### config.mk
export PLATFORM = sky130hd
export DESIGN_NAME = pot_weight_feeder_flat
export DESIGN_NICKNAME = d
export VERILOG_FILES = /design/src/rtl/pot_weight_feeder_pkg.sv /design/src/rtl/pot_weight_feeder_if.sv /design/src/rtl/pot_weight_feeder_quant.sv /design/src/rtl/pot_weight_feeder.sv /design/src/flat_wrapper.sv
export SDC_FILE = /design/constraint.sdc
export NUM_CORES = 1
export LEC_CHECK = 0
export BUFFER_PORTS_ARGS = -buffer_cell sky130_fd_sc_hd__clkbuf_2
export CAP_MARGIN = 40
export CORE_AREA = 5 5 122 124
export CTS_CLUSTER_DIAMETER = 40
export CTS_CLUSTER_SIZE = 30
export DETAILED_ROUTE_END_ITERATION = 12
export DIE_AREA = 0 0 127 129
export GPL_TIMING_DRIVEN = 1
export HOLD_SLACK_MARGIN = 0.05
export PLACE_DENSITY_LB_ADDON = 0.25
export SLEW_MARGIN = 20
export SYNTH_ARGS = -nofsm -noshare
export SYNTH_HDL_FRONTEND = slang
export SYNTH_SLANG_ARGS = --single-unit
export TNS_END_PERCENT = 50
### constraint.sdc
create_clock -name clk -period 7.25 [get_ports clk]
set_input_delay 0.3625 -clock clk [delete_from_list [all_inputs] [get_ports clk]]
set_output_delay 0.3625 -clock clk [all_outputs]
set_load 0.005 [all_outputs]
### src/rtl/pot_weight_feeder_pkg.sv
// Shared constants for the power-of-two weight feeder: code field layout,
// zero code, shift limit and the sequencer state encoding.
package pot_pkg;

  localparam int WEIGHT_W  = 8;
  localparam int CODE_W    = 8;
  localparam int SIGN_BIT  = 7;
  localparam int ZERO_BIT  = 4;
  localparam int SHIFT_LSB = 0;
  localparam int SHIFT_W   = 4;
  localparam int MAX_SHIFT = 6;

  localparam logic [CODE_W-1:0] ZERO_CODE = CODE_W'(1) << ZERO_BIT;

  typedef enum logic [1:0] {
    ST_IDLE   = 2'd0,
    ST_STREAM = 2'd1,
    ST_DRAIN  = 2'd2
  } fsm_state_e;

  // Assemble a non-zero code: sign on top, zero flag clear, shift in the low nibble.
  function automatic logic [CODE_W-1:0] pack_code(input logic sign,
                                                  input logic [SHIFT_W-1:0] shift);
    logic [CODE_W-1:0] c;
    c = '0;
    c[SIGN_BIT] = sign;
    c[SHIFT_LSB +: SHIFT_W] = shift;
    return c;
  endfunction

endpackage

### src/rtl/pot_weight_feeder_if.sv
// Row-input handshake: one row of signed 8-bit weights per accepted beat.
interface pot_weight_feeder_if
#(
  parameter int COLS = 4
) ();
  import pot_pkg::*;

  logic                       in_valid;
  logic                       in_ready;
  logic [WEIGHT_W*COLS-1:0]   in_data;

  modport master (output in_valid, output in_data, input in_ready);
  modport slave  (input in_valid, input in_data, output in_ready);

endinterface

### src/rtl/pot_weight_feeder_quant.sv
// Quantises one signed weight to the nearest power of two and packs the
// sign / zero-flag / shift code consumed by a MAC column.
module pot_quant
#(
  parameter int SHIFT_LIMIT = pot_pkg::MAX_SHIFT
) (
  input  logic [7:0] weight,
  output logic [7:0] code
);
  import pot_pkg::*;

  logic [7:0] mag;
  logic [2:0] lead;
  logic [3:0] shift;

  // Magnitude, leading-one search, round up on the next bit down, clamp.
  always_comb begin
    mag   = weight[7] ? (~weight + 8'd1) : weight;
    lead  = 3'd0;
    for (int i = 0; i < 8; i++) begin
      if (mag[i]) lead = 3'(i);
    end
    shift = {1'b0, lead};
    if ((lead != 3'd0) && mag[lead - 3'd1]) shift = shift + 4'd1;
    if (shift > 4'(SHIFT_LIMIT)) shift = 4'(SHIFT_LIMIT);
    if (mag == 8'd0) code = ZERO_CODE;
    else             code = pack_code(weight[7], shift);
  end

endmodule

### src/rtl/pot_weight_feeder.sv
// Weight feeder for a systolic array: quantises rows into a small FIFO and
// streams a requested number of rows out with a one-cycle-per-column skew.
//
//   state     | meaning
//   ----------+-----------------------------------------------------------
//   ST_IDLE   | waiting for start; FIFO may still be filled
//   ST_STREAM | popping one row per cycle when available (bubble otherwise)
//   ST_DRAIN  | last row popped; waiting for it to clear the final column
module pot_weight_feeder
#(
  parameter int COLS      = 4,
  parameter int DEPTH     = 4,
  parameter int MAX_SHIFT = pot_pkg::MAX_SHIFT
) (
  input  logic                  clk,
  input  logic                  reset,
  pot_weight_feeder_if.slave    in_bus,
  input  logic                  start,
  input  logic [7:0]            row_count,
  output logic [8*COLS-1:0]     up_out,
  output logic [COLS-1:0]       col_valid,
  output logic                  busy,
  output logic                  done
);
  import pot_pkg::*;

  localparam int PTR_W = (DEPTH > 1) ? $clog2(DEPTH) : 1;
  localparam int CNT_W = $clog2(DEPTH + 1);
  localparam int DRN_W = (COLS > 1) ? $clog2(COLS) : 1;
  localparam int ROW_W = CODE_W * COLS;

  logic [ROW_W-1:0] wr_codes;
  logic [ROW_W-1:0] fifo_mem [DEPTH];
  logic [PTR_W-1:0] wr_ptr, rd_ptr;
  logic [CNT_W-1:0] fifo_cnt;
  logic             full, empty, push, pop;

  fsm_state_e       state_q, state_d;
  logic [7:0]       rows_q, rows_d;
  logic [DRN_W-1:0] drain_q, drain_d;
  logic             done_q, done_d;

  logic [ROW_W-1:0] stg_code [COLS];
  logic [COLS-1:0]  stg_v;

  for (genvar g = 0; g < COLS; g++) begin : g_quant
    pot_quant #(.SHIFT_LIMIT(MAX_SHIFT)) u_quant (
      .weight (in_bus.in_data[WEIGHT_W*g +: WEIGHT_W]),
      .code   (wr_codes[CODE_W*g +: CODE_W])
    );
  end

  assign full            = (fifo_cnt == CNT_W'(DEPTH));
  assign empty           = (fifo_cnt == '0);
  assign in_bus.in_ready = !full;
  assign push            = in_bus.in_valid && !full;
  assign pop             = (state_q == ST_STREAM) && !empty;

  // Row storage; contents are don't-care until written, so no reset.
  always_ff @(posedge clk) begin
    if (push) fifo_mem[wr_ptr] <= wr_codes;
  end

  // FIFO pointers wrap naturally at DEPTH; occupancy tracks push/pop.
  always_ff @(posedge clk) begin
    if (reset) begin
      wr_ptr   <= '0;
      rd_ptr   <= '0;
      fifo_cnt <= '0;
    end else begin
      if (push) wr_ptr <= wr_ptr + PTR_W'(1);
      if (pop)  rd_ptr <= rd_ptr + PTR_W'(1);
      case ({push, pop})
        2'b10:   fifo_cnt <= fifo_cnt + CNT_W'(1);
        2'b01:   fifo_cnt <= fifo_cnt - CNT_W'(1);
        default: fifo_cnt <= fifo_cnt;
      endcase
    end
  end

  // Sequencer state, remaining-row and drain down-counters, done pulse.
  always_ff @(posedge clk) begin
    if (reset) begin
      state_q <= ST_IDLE;
      rows_q  <= '0;
      drain_q <= '0;
      done_q  <= 1'b0;
    end else begin
      state_q <= state_d;
      rows_q  <= rows_d;
      drain_q <= drain_d;
      done_q  <= done_d;
    end
  end

  // Next-state logic; the drain timer covers the cycles the last row spends
  // walking across columns 0..COLS-1, so done lands as it leaves the last one.
  always_comb begin
    state_d = state_q;
    rows_d  = rows_q;
    drain_d = drain_q;
    done_d  = 1'b0;
    unique case (state_q)
      ST_IDLE: begin
        if (start) begin
          if (row_count != 8'd0) begin
            state_d = ST_STREAM;
            rows_d  = row_count;
          end else begin
            done_d  = 1'b1;
          end
        end
      end
      ST_STREAM: begin
        if (pop) begin
          rows_d = rows_q - 8'd1;
          if (rows_q == 8'd1) begin
            state_d = ST_DRAIN;
            drain_d = DRN_W'(COLS - 1);
          end
        end
      end
      ST_DRAIN: begin
        if (drain_q == '0) begin
          state_d = ST_IDLE;
          done_d  = 1'b1;
        end else begin
          drain_d = drain_q - DRN_W'(1);
        end
      end
      default: state_d = ST_IDLE;
    endcase
  end

  // Skew pipeline: stage k holds the row popped k+1 cycles ago.
  always_ff @(posedge clk) begin
    if (reset) begin
      stg_v <= '0;
      for (int k = 0; k < COLS; k++) stg_code[k] <= {COLS{ZERO_CODE}};
    end else begin
      stg_v[0]    <= pop;
      stg_code[0] <= pop ? fifo_mem[rd_ptr] : {COLS{ZERO_CODE}};
      for (int k = 1; k < COLS; k++) begin
        stg_v[k]    <= stg_v[k-1];
        stg_code[k] <= stg_code[k-1];
      end
    end
  end

  // Column c taps its own slice from stage c; bubbles present the zero code.
  always_comb begin
    up_out    = '0;
    col_valid = '0;
    for (int c = 0; c < COLS; c++) begin
      col_valid[c] = stg_v[c];
      up_out[CODE_W*c +: CODE_W] = stg_v[c] ? stg_code[c][CODE_W*c +: CODE_W] : ZERO_CODE;
    end
  end

  assign busy = (state_q != ST_IDLE);
  assign done = done_q;

endmodule
### src/flat_wrapper.sv
// flat-port wrapper written by rule: the top's interface ports become plain ports
module pot_weight_feeder_flat import pot_pkg::*;
#(
  parameter int COLS      = 4,
  parameter int DEPTH     = 4,
  parameter int MAX_SHIFT = pot_pkg::MAX_SHIFT
)
  (clk, reset, start, row_count, up_out, col_valid, busy, done, in_bus_in_valid, in_bus_in_data, in_bus_in_ready);
  pot_weight_feeder_if #(.COLS(COLS)) in_bus_i ();
  input  logic clk;
  input  logic reset;
  input  logic start;
  input  logic [7:0] row_count;
  output logic [8*COLS-1:0] up_out;
  output logic [COLS-1:0] col_valid;
  output logic busy;
  output logic done;
  input wire logic [$bits(in_bus_i.in_valid)-1:0] in_bus_in_valid;
  input wire logic [$bits(in_bus_i.in_data)-1:0] in_bus_in_data;
  output wire logic [$bits(in_bus_i.in_ready)-1:0] in_bus_in_ready;
  assign in_bus_i.in_valid = in_bus_in_valid;
  assign in_bus_i.in_data = in_bus_in_data;
  assign in_bus_in_ready = in_bus_i.in_ready;
  pot_weight_feeder #(.COLS(COLS), .DEPTH(DEPTH), .MAX_SHIFT(MAX_SHIFT)) u_core (.clk(clk), .reset(reset), .in_bus(in_bus_i), .start(start), .row_count(row_count), .up_out(up_out), .col_valid(col_valid), .busy(busy), .done(done));
endmodule
==> impl_metrics.json, run 1 <==
{
  "fmax_mhz": 259,
  "cts-root-buf": "clkbuf_16",
  "startpoint_type": "input pin",
  "die-width_um": 127,
  "worst_clock_skew_ns": 0.0101,
  "critPathMaxStageDelay_ns": 0.57,
  "cts.path.max_buffers": 2,
  "placed_cells": 993,
  "netlist.area_leader.share_pct": 33.5,
  "min_period_ns": 3.87,
  "firstDrtPassIters": 5,
  "rsz0062_at_grt": "no",
  "grt_max_degree": 62,
  "fp-row-count": 43,
  "hold_path_class": "input pin to flop",
  "critPathMostFrequentCell": "ha_1",
  "hold_buffers": 0,
  "critPathBufInv": 2,
  "gp_congestion": 0.871,
  "final_common_cell": "edfxtp_1",
  "fin_cells": 1026,
  "synth_largest_area_cell": "edfxtp_1",
  "clock-sinks": 182,
  "crit_chain": "clkbuf_2 -> inv_1 -> ha_1 -> or3b_1 -> o31ai_2 -> o2111ai_1 -> a31oi_1 -> o211ai_1 -> ha_1 -> mux4_2 -> a21oi_1 -> a21boi_2 -> mux2_1",
  "clk_latency_ns": 0.41,
  "ys_ff_latch": 182,
  "wl_mm": 16.0,
  "path_class": "input pin to flop",
  "synth-edff-count": 96,
  "crit_family": "compound AO/OA/AOI/OAI gates",
  "place.detailed.hpwl_mm": 10.8,
  "final-hold-violation-count": 0,
  "r2r_setup_slack_ns": 4.60,
  "drive_gt1_share_pct": 20.1,
  "place_area_mm2": 0.00919,
  "status": "finished, final reports clean",
  "timing.rr.start": "u_core.state_q[0]$_SDFFE_PP0P_",
  "finalSetupTns_ns": 0,
  "grt_usage_pct": 20.0,
  "design_area_mm2": 0.00979,
  "htreeDepth": 4,
  "antenna_found_initial": 0,
  "cts_setup_buffers": 0,
  "peakVddDrop_uv": 175,
  "yosysWarningCount": 0,
  "cp.arrival_ns": 4.01,
  "grt_pass1_vias": 5705,
  "die_area_mm2": 0.0164,
  "crit_start": "in_bus_in_data[8]",
  "power.density_mw_per_mm2": 294,
  "area_delta_synth_final_pct": 13.8,
  "post_cts_resized": 0,
  "yosysSeqAreaShare_pct": 53.5,
  "drt-initial-drc-count": 418,
  "drc": 0,
  "cap_violations": 0,
  "num_vias": 5780,
  "crit_fanout": 5,
  "antennaDiodeCount": 0,
  "relSlewSlack_pct": 50.9,
  "portBuffers": 74,
  "viasPerCell": 5.63,
  "max_slew.worst_pin.slew_ns": 0.731,
  "setup_viol": 0,
  "gr-total-overflow": 0,
  "netlist_area_mm2": 0.00860,
  "num-nets-final": 902,
  "end_kind": "flop",
  "ios": 83,
  "initial_core_util_pct": 63.0,
  "cts_buffers": 17,
  "fin_crit_sh_pct": 53.4,
  "yosys-top-cells-area": "edfxtp_1 34%, dfxtp_1 20%, mux4_2 6.8%",
  "grt_pass1_wl_mm": 26.6,
  "die_y_um": 129,
  "coreArea_mm2": 0.0137,
  "path_clk_slew_ns": 0.06,
  "ys_types": 67,
  "cp_slowest_cell": "mux4_2",
  "min_from": "row_count[2]",
  "synthCells": 744,
  "synthArstFlopShare_pct": 0,
  "routedWlPerCell_um": 15.6,
  "mostFrequentLayoutCells": "96 x edfxtp_1, 86 x dfxtp_1, 75 x clkbuf_2, 65 x nor2b_1, 43 x nor2_1",
  "worstPathRequired_ns": 7.39,
  "avgSynthCellArea_um2": 11.6,
  "drv_slew": 0,
  "synth_ff_type": "edfxtp_1",
  "leakagePower_uw": 0.00372,
  "cts_tree": "yes",
  "antenna_left": 0
}
==> layout make-up <==
| type | count | area, µm² |
|---|---|---|
| Clock buffer | 18 | 429 |
| Clock inverter | 14 | 170 |
| Fill cell | 937 | 3870 |
| Inverter | 39 | 146 |
| Multi-Input combinational cell | 509 | 3770 |
| Sequential cell | 182 | 4600 |
| Tap cell | 180 | 225 |
| Timing Repair Buffer | 84 | 450 |
==> report_power, final <==
| group | switching (µW) | internal (µW) |
|---|---|---|
| Sequential | 56.8 | 1230 |
| Clock | 370 | 545 |
| Combinational | 369 | 311 |
| Total | 797 | 2090 |
==> worst register-to-register path, stage by stage (launching register included) <==
cell and delay, ns:
dfxtp_1 0.64, nand2b_1 0.23, nor2_1 0.36, ha_1 0.28
inv_1 0.08, fa_1 0.39, xor2_1 0.16, or3_1 0.31
a21oi_1 0.15
==> state kept, by name, summed over array words and instances, names as in the netlist, named ones only <==
| register | flops |
|---|---|
| u_core.fifo_mem | 96 |
| u_core.stg_code | 60 |
| u_core.rows_q | 8 |
| u_core.col_valid | 4 |
| u_core.fifo_cnt | 3 |
| u_core.drain_q | 2 |
| u_core.rd_ptr | 2 |
| u_core.state_q | 2 |
| u_core.wr_ptr | 2 |
| u_core.done | 1 |
==> through the flow <==
step	hold WS (ns)	setup WS [ns]	power (µW)	utilization, %
after CTS	0.268	3.43	2900	71.6
after global placement	0.394	3.21	1930	67.1
final	0.275	3.38	2880	71.7
after global routing	0.295	3.17	3030	71.7
after detailed placement	0.397	3.01	1980	67.2
after floorplan	0.389	3.51	1820	-
==> logic make-up (layout without fill, tap and decap cells) <==
kind of cell / Yosys count / count (layout) / synth area share, %
AOI/OAI and AO/OA: 116 / 116 / 9.44
buffers and inverters: 76 / 155 / 3.69
DFF: 182 / 182 / 53.5
xor gates and xnor gates: 32 / 32 / 3.26
muxes: 40 / 40 / 8.55
other: 1 / 24 / 0.0436
adders and majority gates: 25 / 25 / 3.72
and+or+nand+nor: 272 / 272 / 17.8
==> per-layer routing <==
layer / track usage, % / vias up / part of all wire, % / routed length, µm
met3: 3.57 / 20 / 5.5 / 879
li1: - / 2838 / - / -
met2: 36.2 / 196 / 51 / 8150
met1: 24.7 / 2726 / 42 / 6780
met4: 5.55 / 0 / 1.2 / 194
met5: 0 / - / 0 / 0
==> worst paths after layout <==
check,endpoint,depth (start not counted)
setup / recovery,u_core.fifo_mem[0][8]$_DFFE_PP_,13
hold reg to reg,u_core.stg_code[3][28]$_SDFF_PP1_,1
setup reg to reg,u_core.fifo_cnt[2]$_SDFFE_PP0P_,8
hold / removal,u_core.rows_q[2]$_SDFFE_PP0P_,3
==> cell usage after synthesis, types with 4 or more instances <==
cell type  instances
edfxtp_1          96
dfxtp_1           86
nor2b_1           65
nor2_1            43
inv_1             39
nand2_1           32
a21oi_1           30
and2_1            27
mux4_2            26
clkbuf_1          24
ha_1              24
nand2b_1          21
xnor2_1           21
o21ai_0           19
nor3_1            17
or2_2             15
xor2_1            11
mux2i_1            9
nor4_1             9
and3_1             8
buf_4              8
a211oi_1           7
nand3_1            7
nand4_1            7
o31ai_1            7
a31oi_1            6
or3_1              6
o22ai_1            5
a21boi_0           4
a311oi_1           4
o211ai_1           4
Power figures use the tool's default switching activity.
==> run 2, diff against run 1 <==
ABC_AREA = 1   (was not set)
CORE_AREA = 5 5 128 130   (was 5 5 122 124)
DIE_AREA = 0 0 133 135   (was 0 0 127 129)
clock period = 4 ns   (was 7.25 ns; I/O delays follow)
==> impl_metrics.json, run 2 <==
{
  "final-hold-violation-count": 0,
  "grt_usage_pct": 18.5,
  "clock-sinks": 182,
  "netlist_area_mm2": 0.00879,
  "cts.path.max_buffers": 2,
  "leakagePower_uw": 0.00454,
  "synth_largest_area_cell": "edfxtp_1",
  "finalSetupTns_ns": 0,
  "hold_path_class": "input pin to flop",
  "synth-edff-count": 96,
  "num_vias": 6612,
  "fmax_mhz": 390,
  "viasPerCell": 4.96,
  "place.detailed.hpwl_mm": 11.0,
  "fin_crit_sh_pct": 64.1,
  "die_y_um": 135,
  "yosysSeqAreaShare_pct": 52.4,
  "rsz0062_at_grt": "no",
  "ios": 83,
  "yosysWarningCount": 0,
  "path_class": "input pin to flop",
  "die-width_um": 133,
  "drv_slew": 0,
  "htreeDepth": 4,
  "end_kind": "flop",
  "cp.arrival_ns": 2.80,
  "ys_ff_latch": 182,
  "place_area_mm2": 0.00939,
  "wl_mm": 16.1,
  "dpl_worst_slack_ns": 0.991,
  "antennaDiodeCount": 0,
  "crit_fanout": 4,
  "relSlewSlack_pct": 40.2,
  "portBuffers": 74,
  "synth_common_cells": "169 x inv_1, 165 x nand2_1, 154 x nor2_1",
  "min_period_ns": 2.56,
  "synthArstFlopShare_pct": 0,
  "firstDrtPassIters": 5,
  "synth_ff_type": "edfxtp_1",
  "die_area_mm2": 0.0180,
  "antenna_found_initial": 0,
  "fp-row-count": 45,
  "mostFrequentLayoutCells": "169 x inv_1, 165 x nand2_1, 150 x nor2_1, 96 x edfxtp_1, 86 x dfxtp_1",
  "placed_cells": 1299,
  "num-nets-final": 1200,
  "grt_pass1_vias": 6317,
  "fin_cells": 1332,
  "drc": 0,
  "hold_slack_ns": 0.0755,
  "area_delta_synth_final_pct": 13.5,
  "reg_top3": "u_core.fifo_mem x96, u_core.stg_code x60, u_core.rows_q x8",
  "antenna_left": 0,
  "synthCells": 1040,
  "design_area_mm2": 0.00998,
  "yosys-top-cells-area": "edfxtp_1 33%, dfxtp_1 20%, inv_1 7.2%",
  "clk_latency_ns": 0.42,
  "drive_gt1_share_pct": 17.0,
  "cap_violations": 0,
  "ys_types": 50,
  "cts_tree": "yes",
  "gr-total-overflow": 0,
  "worstPathRequired_ns": 4.24,
  "power.density_mw_per_mm2": 522,
  "path_clk_slew_ns": 0.07,
  "startpoint_type": "input pin",
  "grt_max_degree": 51,
  "peakVddDrop_uv": 246,
  "yosysMostFrequentCell": "inv_1",
  "cts_buffers": 17,
  "status": "finished, final reports clean",
  "initial_core_util_pct": 58.5,
  "regMostFlops": "u_core.fifo_mem",
  "largest_reg_flops": 96,
  "layout_setup_ws_ns": 1.44,
  "cts-root-buf": "clkbuf_16",
  "coreArea_mm2": 0.0150,
  "cts_setup_buffers": 0,
  "worst_clock_skew_ns": 0.0140,
  "final_common_cell": "inv_1",
  "routedWlPerCell_um": 12.1,
  "netlist.area_leader.share_pct": 32.8,
  "avgSynthCellArea_um2": 8.46,
  "grt_pass1_wl_mm": 27.6,
  "max_slew.worst_pin.slew_ns": 0.889,
  "setup_viol": 0,
  "gp_congestion": 0.866,
  "drt-initial-drc-count": 329
}
## run 2: area by class of cell
type | instances | area (µm²)
multi-input combinational | 658 | 3400
tap | 188 | 235
sequential | 182 | 4600
inverter | 187 | 702
clock inverter | 15 | 156
clock buffer | 17 | 425
fill | 1212 | 5050
timing repair buffer | 85 | 455
## run 2: kinds of logic after synthesis
group | Yosys count | synth area share (%)
AO/OA/AOI/OAI | 141 | 8.79
XOR/XNOR | 13 | 1.64
adder cells (fa/ha/maj) | 25 | 3.64
buffers and inverters | 223 | 10.0
flip-flops | 182 | 52.4
other | 1 | 0.0426
AND/OR/NAND/NOR | 455 | 23.5
## run 2: layer usage
layer | share of wire [%] | GRT usage [%] | vias to the layer above
met5 | 0 | 0 | -
met4 | 0.91 | 6.24 | 0
met3 | 3.8 | 2.76 | 15
met2 | 51 | 33.4 | 129
met1 | 45 | 22.6 | 2986
li1 | - | - | 3482
## run 2: path summary, 6_finish.rpt
path / startpoint / end / slack (ns) / cells after the start
setup / recovery: in_bus_in_data[0] / u_core.fifo_mem[2][0]$_DFFE_PP_ / 1.44 / 19
hold / removal: start / u_core.done$_SDFF_PP0_ / 0.08 / 3
setup reg to reg: u_core.state_q[0]$_SDFFE_PP0P_ / u_core.fifo_cnt[2]$_SDFFE_PP0P_ / 1.47 / 11
hold reg to reg: u_core.stg_code[1][20]$_SDFF_PP1_ / u_core.stg_code[2][20]$_SDFF_PP1_ / 0.40 / 1
## run 2: through the flow
stage          utilization (%)  total power (µW)
5_1_grt                   66.4              5530
3_5_place_dp              62.5              3650
2_1_floorplan                -              3330
6_report                  66.4              5210
4_1_cts                   66.4              5250
3_3_place_gp              62.5              3610
## run 2: repair_timing
| action | in CTS | in global routing |
|---|---|---|
| resized for setup | 0 | 0 |
| endpoints found under the hold margin | 1 | 0 |
| hold buffers | 1 | 0 |
| setup endpoints to repair | 0 | 0 |
## run 2: report_power, final
part           internal (µW)  total, µW  leakage, µW  switching, µW
clock network            839       1600     0.000281            758
registers               2240       2340      0.00157           94.2
logic                    425       1280      0.00268            856
## run 2: critical path: stages
cell      delay [ns]
clkbuf_2        0.10
inv_2           0.07
ha_1            0.16
nand2_1         0.07
nor2_1          0.17
nand3_1         0.12
nand3_1         0.08
nand2_1         0.09
nor2_2          0.12
inv_1           0.05
a21oi_1         0.27
ha_1            0.33
nor3_1          0.20
nor2_1          0.08
nand2_2         0.08
nand3_2         0.12
o21ai_1         0.20
o21ai_1         0.09
nor2_1          0.21
